**src/rtl/seq_det_ctrl.sv**
```systemverilog
// rtl/seq_det_ctrl.sv - sequencer that serializes a test word into a 1101 Moore detector and tallies its hits
//
// Purpose:
//   Accepts a parallel word and length, clears the attached detector, shifts the
//   word MSB-first (data[len-1] first) into it one bit per clock, and records how
//   many cycles the detector reported a hit and at which bit the first hit completed.
//
// Ports:
//   clk, reset         clock and synchronous active-high reset
//   start              run request, honoured only while idle
//   data, len          word to send and number of bits (len > WIDTH is clamped)
//   busy               high whenever a run is in progress
//   done               one-cycle pulse when the results below are final
//   hit_count          number of sampled hit cycles (saturating)
//   hit_any            at least one hit was seen
//   first_hit_idx      index (0 = first bit sent) of the bit that completed the first hit
//   det_reset, det_inp drive the detector's reset and serial input
//   det_y              detector Moore output
//
// Build option:
//   SEQ_DET_CTRL_STOP_ON_HIT_EN - when defined, the first sampled hit ends the run
//   and the FSM jumps straight to DONE.

module seq_det_ctrl #(
  parameter int WIDTH = 16,
  parameter int CW    = $clog2(WIDTH + 1),
  parameter int IW    = $clog2(WIDTH)
) (
  input  logic             clk,
  input  logic             reset,
  input  logic             start,
  input  logic [WIDTH-1:0] data,
  input  logic [CW-1:0]    len,
  output logic             busy,
  output logic             done,
  output logic [CW-1:0]    hit_count,
  output logic             hit_any,
  output logic [IW-1:0]    first_hit_idx,
  output logic             det_reset,
  output logic             det_inp,
  input  logic             det_y
);

  typedef enum logic [2:0] {
    S_IDLE  = 3'd0,
    S_CLEAR = 3'd1,
    S_SHIFT = 3'd2,
    S_DRAIN = 3'd3,
    S_DONE  = 3'd4
  } state_t;

  state_t           state_q, state_d;
  logic [WIDTH-1:0] word_q, word_d;
  logic [CW-1:0]    len_q, len_d;
  logic [CW-1:0]    k_q, k_d;
  logic [CW-1:0]    hit_count_q, hit_count_d;
  logic             hit_any_q, hit_any_d;
  logic [IW-1:0]    first_hit_idx_q, first_hit_idx_d;

  logic             sample_hit;
  logic [IW-1:0]    attr_idx;
  logic [IW-1:0]    bit_sel;

  // State register
  always_ff @(posedge clk) begin
    if (reset) begin
      state_q         <= S_IDLE;
      word_q          <= '0;
      len_q           <= '0;
      k_q             <= '0;
      hit_count_q     <= '0;
      hit_any_q       <= 1'b0;
      first_hit_idx_q <= '0;
    end else begin
      state_q         <= state_d;
      word_q          <= word_d;
      len_q           <= len_d;
      k_q             <= k_d;
      hit_count_q     <= hit_count_d;
      hit_any_q       <= hit_any_d;
      first_hit_idx_q <= first_hit_idx_d;
    end
  end

  // Next-state and datapath
  always_comb begin
    state_d         = state_q;
    word_d          = word_q;
    len_d           = len_q;
    k_d             = k_q;
    hit_count_d     = hit_count_q;
    hit_any_d       = hit_any_q;
    first_hit_idx_d = first_hit_idx_q;
    sample_hit      = 1'b0;
    attr_idx        = '0;

    case (state_q)
      S_IDLE: begin
        if (start) begin
          word_d          = data;
          len_d           = (len > CW'(WIDTH)) ? CW'(WIDTH) : len;
          k_d             = '0;
          hit_count_d     = '0;
          hit_any_d       = 1'b0;
          first_hit_idx_d = '0;
          state_d         = S_CLEAR;
        end
      end
      S_CLEAR: begin
        state_d = (len_q != '0) ? S_SHIFT : S_DONE;
      end
      S_SHIFT: begin
        // Moore output lags the input by one cycle: at bit k it reports the
        // history up to bit k-1, so nothing meaningful exists at k == 0.
        sample_hit = (k_q != '0) && det_y;
        attr_idx   = IW'(k_q - CW'(1));
        k_d        = k_q + CW'(1);
        if (k_q == len_q - CW'(1)) begin
          state_d = S_DRAIN;
        end
      end
      S_DRAIN: begin
        // Extra cycle to observe the response to the last bit sent.
        sample_hit = det_y;
        attr_idx   = IW'(len_q - CW'(1));
        state_d    = S_DONE;
      end
      S_DONE: begin
        state_d = S_IDLE;
      end
      default: begin
        state_d = S_IDLE;
      end
    endcase

    if (sample_hit) begin
      if (hit_count_q != '1) begin
        hit_count_d = hit_count_q + CW'(1);
      end
      if (!hit_any_q) begin
        hit_any_d       = 1'b1;
        first_hit_idx_d = attr_idx;
      end
`ifdef SEQ_DET_CTRL_STOP_ON_HIT_EN
      state_d = S_DONE;
`else
`endif
    end
  end

  // Outputs
  always_comb begin
    busy          = (state_q != S_IDLE);
    done          = (state_q == S_DONE);
    det_reset     = reset || (state_q == S_CLEAR);
    bit_sel       = IW'(len_q - CW'(1) - k_q);
    det_inp       = (state_q == S_SHIFT) ? word_q[bit_sel] : 1'b0;
    hit_count     = hit_count_q;
    hit_any       = hit_any_q;
    first_hit_idx = first_hit_idx_q;
  end

endmodule
```
**config.mk**
```make
export PLATFORM = sky130hd
export DESIGN_NAME = seq_det_ctrl
export DESIGN_NICKNAME = d
export VERILOG_FILES = /design/src/rtl/seq_det_ctrl.sv
export SDC_FILE = /design/constraint.sdc
export NUM_CORES = 1
export LEC_CHECK = 0
export CAP_MARGIN = 20
export CORE_UTILIZATION = 47
export CTS_CLUSTER_DIAMETER = 40
export CTS_CLUSTER_SIZE = 8
export DETAILED_ROUTE_END_ITERATION = 12
export PLACE_DENSITY = 0.75
export SETUP_SLACK_MARGIN = 0.5
export SLEW_MARGIN = 40
export SYNTH_ARGS = -nofsm -noshare
export SYNTH_HDL_FRONTEND = slang
export SYNTH_SLANG_ARGS = --single-unit
export TNS_END_PERCENT = 5
```
**constraint.sdc**
```tcl
create_clock -name clk -period 2.7 [get_ports clk]
set_input_delay 0.54 -clock clk [delete_from_list [all_inputs] [get_ports clk]]
set_output_delay 0.54 -clock clk [all_outputs]
set_load 0.01 [all_outputs]
```
==> results.md <==
* Status: complete, but fails checks
* Failing checks: setup timing
* CP Class: register to primary output
* Total leakage power at 1.051 nW
* Combinational Power Share at 25.2%
* Via count at 1884
* Longest Clk Path Bufs at 2
* Switching power at 0.4195 mW
* Largest net degree at the start of global routing at 39
* Register Area at 784.5 um2
* Yosys warns at 0
* Share of cells above drive strength 1 at 15.67%
* CP max FO at 3
* Global-route wire length before repair at 7769 um
* Final ANT Viol Nets at 0
* Pint at 0.9585 mW
* Hold WC Path Type: register to register
* RSZ-0062 raised after global routing: yes
* Final hold slack at 0.4576 ns
* Routed len/inst at 13.07 um
* Clock slew at reported path FFs at 0.08 ns
* Worst Path Arrival at 2.62 ns
* Avg Vias per Cell at 5.383
* Synth Area per Inst at 8.205 um2
* Synth Flop Type: dfxtp_1
* EDFF count, synth at 0
* Fill count at 372
* Initial DRT Pass Iterations at 4
* Setup-failing EPs final at 1
* Height of the die at 68.20 um
* Detailed Place HPWL at 3378 um
* Port Buf Inserts at 38
* Fin crit share at 117.2%
* Async set or reset register ratio after synthesis at 0%
* Most frequent cells in the layout: nand2_1 (49), dfxtp_1 (36), clkdlybuf4s50_1 (36)
* Pre-CTS setup slack at -0.4823 ns
* CTS H-Tree Depth at 2
* Worst Path Required at 2.16 ns
* DRT Wirelength at 4576 um
* Hold Violations, Final at 0
* Relative slew slack at 55.98%
* Core box area at 4115 um2
* GPL Wtd Cong at 0.7897
* Commonest non-fill, non-tap cell in the layout: nand2_1
* Residual DRC at 0
* 1st-iter DRT viols at 70
* Crit. End Element: primary output
* MaxCap Viol Count at 0
* # IOs at 39
* Max IR drop VDD at 0.3202 mV
* Post-Syn Area at 2059 um2
* Fin crit period at 3.164 ns
* Initial Utilization at 50.05%
* Post-synthesis cell count at 251
* Cell Rows at 23
* Clock Latency Late Sink at 0.29 ns
* Setup TNS at -0.4637 ns
* Power per cell area at 513.2 nW/um2
* Nets at 334
* Die W at 68.20 um
* Max Slew Vio Count at 0
* Seq cells post-synth at 39
* Register area share after synthesis at 37.91%
* Die Footprint at 4651 um2
* GR Overflow Total at 0
* Post-route setup slack at -0.4637 ns
* Clk network pwr share at 28.5%
* Post-CTS Hold Fix Bufs at 0
* Switching Share at 30.44%
* Layout area overhead at 30.38%
* Tot GR Track Use at 22.86%
* Sequential share of power at 46.3%
* ANT cells at 0
* Clk sinks at 39
* Initial antenna violation count at 0
* Multi-input combinational cell area at 1191 um2
* Worst-margin pin slew at 0.6586 ns
* Post-synthesis net count at 286
* Clock Skew at 0.004231 ns
* Count of cell types in the netlist at 44
* Max Freq at 316.1 MHz
* Num CTS Buffers at 5
* Root Buffer: clkbuf_8
* CP Launch Type: register
* CTS tree: yes
* Vias in the first global route at 1772
-- flip-flops by register name, summed over array words and instances, names as in the netlist --
register       flops
len_q              5
hit_count          5
hit_any            1
first_hit_idx      4
state_q            3
word_q            16
k_q                5
-- worst max-delay path: stages, from the launching register on --
cell,delay (ns)
dfxtp_2,0.36
inv_2,0.05
ha_4,0.27
fa_1,0.43
inv_2,0.11
mux4_2,0.49
mux2i_1,0.14
inv_1,0.05
o311a_1,0.30
buf_2,0.14
-- stage by stage --
stage	util [%]	total power [mW]	std cells	area (um2)
after floorplan	-	0.8639	251	2076
after global placement	62.79	0.9849	342	2584
after detailed placement	62.79	0.9920	342	2584
after CTS	64.79	1.378	350	2666
after global routing	65.25	1.466	350	2685
final	65.25	1.378	350	2685
-- path summary, 6_finish.rpt --
kind | start | end | slack, ns | cells past startpoint
setup / recovery | len_q[0] | det_inp | -0.46 | 9
setup reg to reg | len_q[0] | state_q[2] | 0.64 | 8
hold reg to reg | word_q[3] | word_q[3] | 0.46 | 2
hold / removal | word_q[3] | word_q[3] | 0.46 | 2
-- repair_timing --
item / CTS / global route
endpoints found under the setup margin: 2 / 2
cloned: 0 / 0
buffers inserted: 0 / 0
resized for setup: 5 / 3
pin swaps: 1 / 1
-- Yosys cell counts (2+ instances only) --
| cell | count | area [um2] |
|---|---|---|
| xnor2_1 | 3 | 26.28 |
| and3_1 | 4 | 25.02 |
| a31oi_1 | 5 | 31.28 |
| nand3b_1 | 4 | 30.03 |
| nor3_1 | 6 | 30.03 |
| o21ai_0 | 3 | 15.01 |
| inv_1 | 12 | 45.04 |
| mux4_2 | 4 | 90.09 |
| dfxtp_1 | 39 | 780.8 |
| nand3_1 | 10 | 50.05 |
| clkbuf_1 | 9 | 33.78 |
| nand2_1 | 49 | 183.9 |
| buf_2 | 5 | 25.02 |
| a311oi_1 | 2 | 17.52 |
| nor3b_1 | 2 | 15.01 |
| or3_1 | 2 | 12.51 |
| nor2_1 | 18 | 67.56 |
| a2111oi_0 | 2 | 17.52 |
| ha_1 | 9 | 112.6 |
| nor2b_1 | 3 | 18.77 |
| a21oi_1 | 33 | 165.2 |
| xor2_1 | 5 | 43.79 |
-- routing by layer --
metal / vias up / track usage, % / wire [um] / part of all wire [%]
met5: - / 0 / 0 / 0
met4: 0 / 13.80 / 148 / 3.2
met3: 16 / 4.667 / 183 / 4.0
met2: 48 / 34.68 / 2118 / 46
met1: 856 / 29.61 / 2126 / 46
li1: 964 / - / - / -
-- power by group through the flow --
stage | sequential [mW] | clock [mW] | combinational [mW]
after floorplan | 0.641 | 0 | 0.223
final | 0.637 | 0.393 | 0.348
after detailed placement | 0.650 | 0 | 0.342
after global placement | 0.648 | 0 | 0.337
after CTS | 0.636 | 0.399 | 0.343
after global routing | 0.643 | 0.431 | 0.392
-- final cells by class --
cell class | count | share of cell area, %
Clock buffer | 5 | 2.563
Clock inverter | 3 | 0.7456
Inverter | 13 | 1.817
Multi-Input combinational cell | 184 | 44.36
Sequential cell | 39 | 29.22
Tap cell | 50 | 2.330
Timing Repair Buffer | 56 | 18.97
-- logic make-up (layout without fill, tap and decap cells) --
logic type / after synthesis / in the layout / synth area share, %
AND/OR/NAND/NOR: 108 / 108 / 25.70
AO/OA/AOI/OAI: 53 / 53 / 15.92
flip-flops: 39 / 39 / 37.91
buffers and inverters: 28 / 77 / 5.771
adder cells (fa/ha/maj): 10 / 10 / 6.440
XOR/XNOR: 8 / 8 / 3.402
multiplexers: 5 / 5 / 4.860
No activity file was read; power rests on OpenSTA's default activity.
